<file path="src/rtl/life_sequencer_if.sv">
// Request/board/status bundle between the Life sequencer and its environment.
// master drives requests and the board image; slave is the sequencer itself.
interface life_sequencer_if;
  localparam int unsigned BOARD_W = 64;
  localparam int unsigned RATE_W  = 4;
  localparam int unsigned GEN_W   = 16;
  localparam int unsigned RSD_W   = 8;

  logic               run;
  logic               step;
  logic               reseed;
  logic [RATE_W-1:0]  rate_sel;
  logic [BOARD_W-1:0] board_in;
  logic               game_en;
  logic               load_seed;
  logic               lfsr_en;
  logic               halted;
  logic [GEN_W-1:0]   gen_count;
  logic [RSD_W-1:0]   reseed_count;

  modport master (
    output run, step, reseed, rate_sel, board_in,
    input  game_en, load_seed, lfsr_en, halted, gen_count, reseed_count
  );

  modport slave (
    input  run, step, reseed, rate_sel, board_in,
    output game_en, load_seed, lfsr_en, halted, gen_count, reseed_count
  );
endinterface

</file>
<file path="src/rtl/life_sequencer.sv">
// Control FSM sequencing the 64-cell Life core and its LFSR seed source.
// Define LIFE_AUTO_RESEED_EN to reseed automatically instead of halting on a stable board.
module life_sequencer #(
  parameter int unsigned DIV_BASE    = 4,
  parameter int unsigned STABLE_GENS = 3
) (
  input  logic             clk,
  input  logic             reset,
  life_sequencer_if.slave  bus
);

  localparam int unsigned DIV_W   = 20;
  localparam int unsigned BOARD_W = 64;
  localparam int unsigned GEN_W   = 16;
  localparam int unsigned RSD_W   = 8;
  localparam int unsigned HIST_W  = 2;
  localparam int unsigned STB_W   = $clog2(STABLE_GENS + 1);

  typedef enum logic [2:0] {
    S_IDLE, S_LOAD, S_PAUSE, S_WAIT, S_ADV, S_EVAL, S_HALT
  } state_e;

  state_e             state_q, state_d;
  logic               step_s_q, step_p_q, rsd_s_q, rsd_p_q;
  logic               pend_q, pend_d;
  logic [DIV_W-1:0]   div_q, div_d;
  logic [STB_W-1:0]   stable_q, stable_d;
  logic [HIST_W-1:0]  hist_q, hist_d;
  logic [BOARD_W-1:0] prev1_q, prev1_d, prev2_q, prev2_d;
  logic [GEN_W-1:0]   gen_q, gen_d;
  logic [RSD_W-1:0]   rsd_cnt_q, rsd_cnt_d;
  logic               game_en_q, load_seed_q, lfsr_en_q, halted_q;

  logic               step_edge, rsd_edge, rsd_req, tick, match;
  logic [DIV_W-1:0]   period_m1;

  // Inputs pass a sync stage before edge detection, so requests act two clocks later.
  assign step_edge = step_s_q & ~step_p_q;
  assign rsd_edge  = rsd_s_q & ~rsd_p_q;
  assign rsd_req   = rsd_edge | pend_q;
  assign period_m1 = (DIV_W'(DIV_BASE) << bus.rate_sel) - DIV_W'(1);
  assign tick      = (div_q == period_m1);
  assign match     = (bus.board_in == '0) ||
                     ((hist_q == HIST_W'(2)) &&
                      ((bus.board_in == prev1_q) || (bus.board_in == prev2_q)));

  always_ff @(posedge clk or posedge reset) begin
    if (reset) begin
      state_q     <= S_IDLE;
      step_s_q    <= 1'b0;
      step_p_q    <= 1'b0;
      rsd_s_q     <= 1'b0;
      rsd_p_q     <= 1'b0;
      pend_q      <= 1'b0;
      div_q       <= '0;
      stable_q    <= '0;
      hist_q      <= '0;
      prev1_q     <= '0;
      prev2_q     <= '0;
      gen_q       <= '0;
      rsd_cnt_q   <= '0;
      game_en_q   <= 1'b0;
      load_seed_q <= 1'b0;
      lfsr_en_q   <= 1'b1;
      halted_q    <= 1'b0;
    end else begin
      state_q     <= state_d;
      step_s_q    <= bus.step;
      step_p_q    <= step_s_q;
      rsd_s_q     <= bus.reseed;
      rsd_p_q     <= rsd_s_q;
      pend_q      <= pend_d;
      div_q       <= div_d;
      stable_q    <= stable_d;
      hist_q      <= hist_d;
      prev1_q     <= prev1_d;
      prev2_q     <= prev2_d;
      gen_q       <= gen_d;
      rsd_cnt_q   <= rsd_cnt_d;
      game_en_q   <= (state_d == S_ADV);
      load_seed_q <= (state_d == S_LOAD);
      lfsr_en_q   <= (state_d == S_IDLE) || (state_d == S_PAUSE) ||
                     (state_d == S_WAIT) || (state_d == S_HALT);
      halted_q    <= (state_d == S_HALT);
    end
  end

  always_comb begin
    state_d   = state_q;
    pend_d    = pend_q;
    div_d     = '0;
    stable_d  = stable_q;
    hist_d    = hist_q;
    prev1_d   = prev1_q;
    prev2_d   = prev2_q;
    gen_d     = gen_q;
    rsd_cnt_d = rsd_cnt_q;

    // A reseed edge while the core is busy waits for the next idle-ish state.
    if (((state_q == S_ADV) || (state_q == S_EVAL)) && rsd_edge) begin
      pend_d = 1'b1;
    end

    case (state_q)
      S_IDLE: begin
        if (rsd_req) state_d = S_LOAD;
      end
      S_LOAD: begin
        state_d  = S_PAUSE;
        gen_d    = '0;
        stable_d = '0;
        hist_d   = '0;
        prev1_d  = '0;
        prev2_d  = '0;
      end
      S_PAUSE: begin
        if (rsd_req)        state_d = S_LOAD;
        else if (step_edge) state_d = S_ADV;
        else if (bus.run)   state_d = S_WAIT;
      end
      S_WAIT: begin
        div_d = tick ? '0 : div_q + DIV_W'(1);
        if (rsd_req)       state_d = S_LOAD;
        else if (!bus.run) state_d = S_PAUSE;
        else if (tick)     state_d = S_ADV;
      end
      S_ADV: begin
        state_d = S_EVAL;
      end
      S_EVAL: begin
        stable_d = match ? STB_W'(stable_q + STB_W'(1)) : '0;
        prev2_d  = prev1_q;
        prev1_d  = bus.board_in;
        hist_d   = (hist_q == HIST_W'(2)) ? hist_q : hist_q + HIST_W'(1);
        gen_d    = (gen_q == '1) ? gen_q : gen_q + GEN_W'(1);
        if (stable_d == STB_W'(STABLE_GENS)) begin
`ifdef LIFE_AUTO_RESEED_EN
          state_d   = S_LOAD;
          rsd_cnt_d = rsd_cnt_q + RSD_W'(1);
`else
          state_d   = S_HALT;
`endif
        end else if (bus.run) begin
          state_d = S_WAIT;
        end else begin
          state_d = S_PAUSE;
        end
      end
      S_HALT: begin
        if (rsd_req) state_d = S_LOAD;
      end
      default: state_d = S_IDLE;
    endcase

    if (state_d == S_LOAD) pend_d = 1'b0;
  end

  assign bus.game_en      = game_en_q;
  assign bus.load_seed    = load_seed_q;
  assign bus.lfsr_en      = lfsr_en_q;
  assign bus.halted       = halted_q;
  assign bus.gen_count    = gen_q;
  assign bus.reseed_count = rsd_cnt_q;

endmodule

</file>
<file path="src/flat_wrapper.sv">
// flat-port wrapper written by rule: the top's interface ports become plain ports
module life_sequencer_flat 
#(
  parameter int unsigned DIV_BASE    = 4,
  parameter int unsigned STABLE_GENS = 3
)
  (clk, reset, bus_run, bus_step, bus_reseed, bus_rate_sel, bus_board_in, bus_game_en, bus_load_seed, bus_lfsr_en, bus_halted, bus_gen_count, bus_reseed_count);
  life_sequencer_if bus_i ();
  input  logic clk;
  input  logic reset;
  input wire logic [$bits(bus_i.run)-1:0] bus_run;
  input wire logic [$bits(bus_i.step)-1:0] bus_step;
  input wire logic [$bits(bus_i.reseed)-1:0] bus_reseed;
  input wire logic [$bits(bus_i.rate_sel)-1:0] bus_rate_sel;
  input wire logic [$bits(bus_i.board_in)-1:0] bus_board_in;
  output wire logic [$bits(bus_i.game_en)-1:0] bus_game_en;
  output wire logic [$bits(bus_i.load_seed)-1:0] bus_load_seed;
  output wire logic [$bits(bus_i.lfsr_en)-1:0] bus_lfsr_en;
  output wire logic [$bits(bus_i.halted)-1:0] bus_halted;
  output wire logic [$bits(bus_i.gen_count)-1:0] bus_gen_count;
  output wire logic [$bits(bus_i.reseed_count)-1:0] bus_reseed_count;
  assign bus_i.run = bus_run;
  assign bus_i.step = bus_step;
  assign bus_i.reseed = bus_reseed;
  assign bus_i.rate_sel = bus_rate_sel;
  assign bus_i.board_in = bus_board_in;
  assign bus_game_en = bus_i.game_en;
  assign bus_load_seed = bus_i.load_seed;
  assign bus_lfsr_en = bus_i.lfsr_en;
  assign bus_halted = bus_i.halted;
  assign bus_gen_count = bus_i.gen_count;
  assign bus_reseed_count = bus_i.reseed_count;
  life_sequencer #(.DIV_BASE(DIV_BASE), .STABLE_GENS(STABLE_GENS)) u_core (.clk(clk), .reset(reset), .bus(bus_i));
endmodule
</file>
<file path="config.mk">
export PLATFORM = sky130hd
export DESIGN_NAME = life_sequencer_flat
export DESIGN_NICKNAME = d
export VERILOG_FILES = /design/src/rtl/life_sequencer_if.sv /design/src/rtl/life_sequencer.sv /design/src/flat_wrapper.sv
export SDC_FILE = /design/constraint.sdc
export NUM_CORES = 1
export LEC_CHECK = 0
export ABC_AREA = 0
export BUFFER_PORTS_ARGS = -buffer_cell sky130_fd_sc_hd__clkbuf_2
export CORE_AREA = 2 2 137 139
export CTS_CLUSTER_SIZE = 28
export DETAILED_ROUTE_END_ITERATION = 10
export DIE_AREA = 0 0 139 141
export PLACE_DENSITY = 0.85
export RECOVER_POWER = 50
export SETUP_SLACK_MARGIN = 0.2
export SYNTH_ARGS = -nofsm -noshare
export SYNTH_HDL_FRONTEND = slang
export SYNTH_SLANG_ARGS = --single-unit
</file>
<file path="constraint.sdc">
create_clock -name clk -period 5.1 [get_ports clk]
set_input_delay 0.51 -clock clk [delete_from_list [all_inputs] [get_ports clk]]
set_output_delay 0.51 -clock clk [all_outputs]
set_load 0.05 [all_outputs]
</file>
**Word-level counts from Yosys, hierarchy flattened**

Index checks and enable logic that the tools add are counted.

- Output and inout port bits: 28
- Memories: 0
- Input bits: 73
- Logic and storage cells: 84
- Latch bits: 0
- ROM bits: 0
- Register bits after elaboration: 180
- Bits in writable memories: 0

- Reduce and logical (&&, ||, !) cells: 16
- Bitwise logic cells: 5
- Divide/modulo/power cells: 0
- Muxes and demuxes: 22
- Shift operators: 1
- Magnitude comparators: 0
- Add/subtract/negate cells: 5
- Eq/ne operators: 19
- Multiply operators: 0

Operator list:

| operator | count |
|---|---|
| 64-bit one-hot mux with 2 select lines | 2 |
| 64-bit equality test | 2 |
| 64-bit logical NOT | 1 |
| 20-bit two-way mux | 2 |
| 16-bit one-hot mux with 2 select lines | 1 |
| 3-bit two-way mux | 8 |
| 20-bit by 1-bit adder with 20-bit output (second input constant) | 1 |
| 20-bit equality test | 1 |
| 3-bit by 4-bit << shifter with 20-bit output (first input constant) | 1 |
| 20-bit by 1-bit subtractor with 20-bit output (second input constant) | 1 |
| 3-bit one-hot mux with 6 select lines | 1 |
| 16-bit by 1-bit adder with 16-bit output (second input constant) | 1 |
| 16-bit equality test (second input constant) | 1 |
| 16-bit two-way mux | 1 |
| 3-bit equality test (second input constant) | 5 |
| 3-bit by 2-bit equality test with 1-bit output (second input constant) | 4 |
| 2-bit one-hot mux with 2 select lines | 2 |
| 3-bit by 1-bit equality test with 1-bit output (second input constant) | 2 |
| 3-bit logical NOT | 2 |
| 1-bit logical OR | 6 |
| 2-bit by 1-bit adder with 2-bit output (second input constant) | 2 |
| 2-bit equality test (second input constant) | 2 |
| 2-bit two-way mux | 2 |
| 2-bit != test (second input constant) | 2 |
| 8 further kinds | 15 |

**Depth between registers and ports, before layout**

- Depth after elaboration: 12
- Gate-level depth with buffers: 14
- Mapped depth without buffers: 12

**Least setup slack after synthesis**

Ideal clock, no wire load.

- Path kind: in2reg
- Start: in bus_rate_sel[3]
- End: reg u_core.div_q[10]
- Cell stages on the path: 9
- Data required time: 4.968 ns
- Data arrival time: 3.024 ns
- Setup slack: 1.945 ns
- Setup time: 0.132 ns
- Cells stage by stage: or4_4 ha_1 clkbuf_1 xor2_1 a2111o_1 or3_1 o31ai_2 clkbuf_1 nor2_1

- Longest elaborated chain between the ends: 5

RTL lines:

| element | RTL line | RTL |
|---|---|---|
| start, declared | flat_wrapper.sv:14 | `input wire logic [$bits(bus_i.rate_sel)-1:0] bus_rate_sel;` |
| 3-bit by 4-bit << shifter with 20-bit output | life_sequencer.sv:41 | `assign period_m1 = (DIV_W'(DIV_BASE) << bus.rate_sel) - DIV_W'(1);` |
| 20-bit by 1-bit subtractor with 20-bit output | life_sequencer.sv:41 |  |
| 20-bit equality test | life_sequencer.sv:42 | `assign tick = (div_q == period_m1);` |
| 20-bit two-way mux | life_sequencer.sv:122 | `div_d = tick ? '0 : div_q + DIV_W'(1);` |
| 20-bit two-way mux | life_sequencer.sv:104 | `case (state_q)` |
| net u_core.div_d[10] | life_sequencer.sv:26 | `logic [DIV_W-1:0] div_q, div_d;` |
| end signal, assigned | life_sequencer.sv:73 | `div_q <= div_d;` |
| end, declared | life_sequencer.sv:26 |  |

The timed path passes the listed nets, and every way through them passes these cells.
A chain may end at the register's enable or synchronous reset.

**Worst setup path after layout**

- Start: in bus_rate_sel[3]
- End: reg u_core.pend_q

- Longest elaborated chain between the ends: 9

RTL lines:

| element | RTL line | RTL |
|---|---|---|
| 3-bit by 4-bit << shifter with 20-bit output * | life_sequencer.sv:41 |  |
| 20-bit by 1-bit subtractor with 20-bit output * | life_sequencer.sv:41 |  |
| 20-bit equality test * | life_sequencer.sv:42 |  |
| 3-bit two-way mux * | life_sequencer.sv:125 | `else if (tick) state_d = S_ADV;` |
| 3-bit two-way mux * | life_sequencer.sv:124 | `else if (!bus.run) state_d = S_PAUSE;` |
| 3-bit two-way mux * | life_sequencer.sv:123 | `if (rsd_req) state_d = S_LOAD;` |
| 3-bit one-hot mux with 6 select lines * | life_sequencer.sv:104 |  |
| net u_core.state_d[1] | life_sequencer.sv:23 | `state_e state_q, state_d;` |
| 3-bit by 1-bit equality test with 1-bit output * | life_sequencer.sv:155 | `if (state_d == S_LOAD) pend_d = 1'b0;` |
| 1-bit two-way mux / 2-bit nonzero test (equally long branches) | n/a |  |
| end signal, assigned | life_sequencer.sv:72 | `pend_q <= pend_d;` |
| end, declared | life_sequencer.sv:25 | `logic pend_q, pend_d;` |

The timed path passes the listed nets; every way through them passes the cells marked *.

==> results.py <==
metrics = {
    "global_routing": {
        "grt_most_used_layer": "met2",
        "grt.overflow.total": 0,
        "grtUsageMet3_pct": 4.552,
        "grt_pass1_wl_um": 41090,
        "grt_pass1_vias": 7791,
        "grt_util_met2_pct": 40.94,
        "antenna_found_initial": 0,
        "grtUsageMet1_pct": 37.90,
        "track_usage_pct": 26.27,
        "grt_max_degree": 133,
    },
    "sta": {
        "max_freq_ghz": 0.3006,
        "final_hold_viol_count": 0,
        "setup_viol": 0,
        "fin_setup_tns_ns": 0,
        "post-route-period-util_pct": 65.22,
        "fin_skew_ns": 0.006626,
        "drv_slew": 246,
        "timing_worst_slew_pin_value_ns": 2.095,
        "slew_headroom_pct": -40.46,
        "layout_min_cycle_time_ns": 3.326,
        "grt_setup_unrepaired": "false",
    },
    "place": {
        "hpwl_um": 17070,
        "place_congestion": 0.8905,
        "portBuffers": 92,
    },
    "yosys": {
        "synth.most_common_cell": "nand2_1",
        "yosysSeqAreaShare_pct": 46.99,
        "synth_top_cell_by_area": "dfrtp_1",
        "synth_edf_count": 0,
        "yosys_warnings": 0,
        "netlist-cell-type-count": 56,
        "yosys-top-cells-count": "nand2_1, dfrtp_1, nand3_1",
        "async_flop_share_pct": 100.0,
        "ys.flop_type": "dfrtp_1",
        "netlist.area_leader.share_pct": 46.72,
        "yosys-top-cells-area": "dfrtp_1, xnor2_1, nand2_1, nand3_1, nand4_1",
        "synth_cells": 1104,
        "syn-mean-instance-area_sq_um": 8.685,
        "netlist_area_sq_mm": 0.009588,
        "ys_seq_elements": 180,
    },
    "die": {
        "start_util_pct": 52.49,
        "ios": 101,
        "die_area_sq_mm": 0.01960,
        "die_w_um": 139,
        "die-height_um": 141,
        "coreArea_sq_mm": 0.01827,
        "num_rows": 50,
    },
    "worst_setup_path": {
        "reg2reg_to": "u_core.prev1_q[14]",
        "critPathSlowestCell": "or4_4",
        "r2r-start": "u_core.state_q[1]",
        "max_stage_delay_ns": 0.61,
        "crit_chain": "clkbuf_2, or4_4, ha_1, nor4b_1, a221oi_2, xnor2_1, a311o_1, o41ai_2, o31ai_1, a21oi_2, a21oi_1",
        "worstSetupPathType": "in2reg",
        "cp-start-kind": "primary input",
        "reg2reg_depth": 5,
        "critPathCaptureType": "register",
        "arrival_ns": 3.64,
        "cp.required_ns": 5.41,
        "path_max_fanout": 23,
        "rrSetupSlack_ns": 1.81,
    },
    "finish": {
        "fin_nets": 1238,
        "diodes": 0,
        "final_core_util_pct": 58.71,
        "drive_above_1_share_pct": 10.15,
        "syn2layout_area_growth_pct": 11.86,
        "fillerInstances": 1593,
    },
    "route": {
        "drtPass1Iterations": 7,
        "postRouteAntennaNets": 0,
        "vias_per_cell": 5.859,
        "wirelength_um": 25080,
        "post_drt_wl_per_cell_um": 17.84,
        "via_count": 8238,
        "drcViolationCount": 0,
        "drtIter0Drc": 1092,
    },
    "pwr": {
        "peakVddDrop_uv": 401.5,
        "p_leak_nw": 4.992,
        "p_per_area_mw_per_mm2": 444.7,
    },
    "min_path": {
        "whs_path_depth": 1,
        "hp-start": "bus_reseed",
        "hold_class": "in2reg",
        "min_to": "u_core.rsd_s_q",
    },
    "status": {
        "outcome": "finished with violations",
        "violations": "capacitance limit, slew limit",
    },
    "cts": {
        "cts_resized": 0,
        "clock_latency_ns": 0.44,
        "clk_pin_slew_ns": 0.07,
        "clockRootBuffer": "clkbuf_16",
        "hold_buffers": 0,
        "post-cts-setup-buffers": 0,
        "cts_made_buffers": 17,
        "cts_max_level": 4,
        "cts_tree": "yes",
        "cts_buffer_depth": 2,
        "numClockSinks": 180,
    },
    "run": {
        "cap_violations": 3,
    },
}
[worst max path at each step]
stage | start | to | cells past startpoint
2_1_floorplan | bus_rate_sel[3] | u_core.div_q[10] | 9
3_3_place_gp | bus_rate_sel[3] | u_core.pend_q | 11
3_5_place_dp | bus_rate_sel[3] | u_core.pend_q | 11
4_1_cts | bus_rate_sel[3] | u_core.pend_q | 11
5_1_grt | reset | u_core.prev2_q[29] | 3
6_report | bus_rate_sel[3] | u_core.pend_q | 11
[registers in the layout, summed over array words and instances, names as in the netlist, 2 cells and up]
| signal | flops |
|---|---|
| u_core.prev2_q | 64 |
| u_core.div_q | 20 |
| u_core.state_q | 3 |
| u_core.stable_q | 2 |
| u_core.bus.gen_count | 16 |
| u_core.prev1_q | 64 |
| u_core.hist_q | 2 |
[logic make-up after synthesis]
logic type,count (synthesis),share of synthesized area (%)
AO/OA/AOI/OAI,86,6.251
XOR/XNOR,151,13.79
adder cells (fa/ha/maj),4,0.5220
buffers and inverters,80,3.471
flip-flops,180,46.99
other,1,0.03911
AND/OR/NAND/NOR,602,28.93
[layer usage]
metal	wire length (um)	share of wire, %
met5	0	0
met4	591	2.4
met2	11930	48
met1	10940	44
met3	1621	6.5
[per-stage QoR]
stage | hold WS, ns | instance area, sq um | worst slack (ns) | total power [mW] | std cells
3_5_place_dp | 0.3655 | 10160 | 1.328 | 3.393 | 1376
4_1_cts | 0.1633 | 10770 | 1.791 | 4.767 | 1406
3_3_place_gp | 0.3599 | 10160 | 1.458 | 3.343 | 1376
5_1_grt | 0.1684 | 10730 | 1.163 | 5.024 | 1406
6_report | 0.1748 | 10730 | 1.774 | 4.770 | 1406
2_1_floorplan | 0.3543 | 9618 | 1.945 | 3.002 | 1111
[placed cells by master, fill, tap and decap left out, drive strengths merged, types with 5 or more instances in the layout]
cell type / Yosys / routed
o31ai: 11 / 11
conb: 1 / 8
or3: 6 / 6
nor3: 8 / 8
o21ai: 20 / 20
xnor2: 139 / 139
nor2: 42 / 42
nor4b: 7 / 7
and2: 7 / 7
nand4: 38 / 38
a21oi: 17 / 17
inv: 13 / 12
and3: 11 / 11
a21o: 6 / 6
a31oi: 5 / 5
clkbuf: 44 / 115
nand2: 292 / 292
nand3: 145 / 145
dfrtp: 179 / 179
buf: 23 / 5
xor2: 12 / 12
nor4: 28 / 28
[area by class of cell]
class | count | area [sq um] | area share [%]
Tap cell | 234 | 292.8 | 2.730
Timing Repair Buffer | 98 | 480.5 | 4.480
Multi-Input combinational cell | 851 | 4783 | 44.60
Sequential cell | 180 | 4509 | 42.04
Inverter | 13 | 50.05 | 0.4666
Clock buffer | 22 | 484.2 | 4.515
Clock inverter | 8 | 125.1 | 1.167
[worst max-delay path: cells and delay by family]
| kind | cells | cell delay (ns) |
|---|---|---|
| fa+ha+maj | 1 | 0.36 |
| compound gates | 6 | 1.34 |
| simple gates | 2 | 1.02 |
| buf+inv | 1 | 0.27 |
| xor+xnor | 1 | 0.14 |
[where the power goes]
group | switching (mW) | leakage (nW) | internal, mW
combinational | 0.935 | 2.22 | 0.424
clock | 0.555 | 0.298 | 0.818
sequential | 0.324 | 2.48 | 1.71
total | 1.81 | 4.99 | 2.96
No activity file was read; power rests on OpenSTA's default activity.
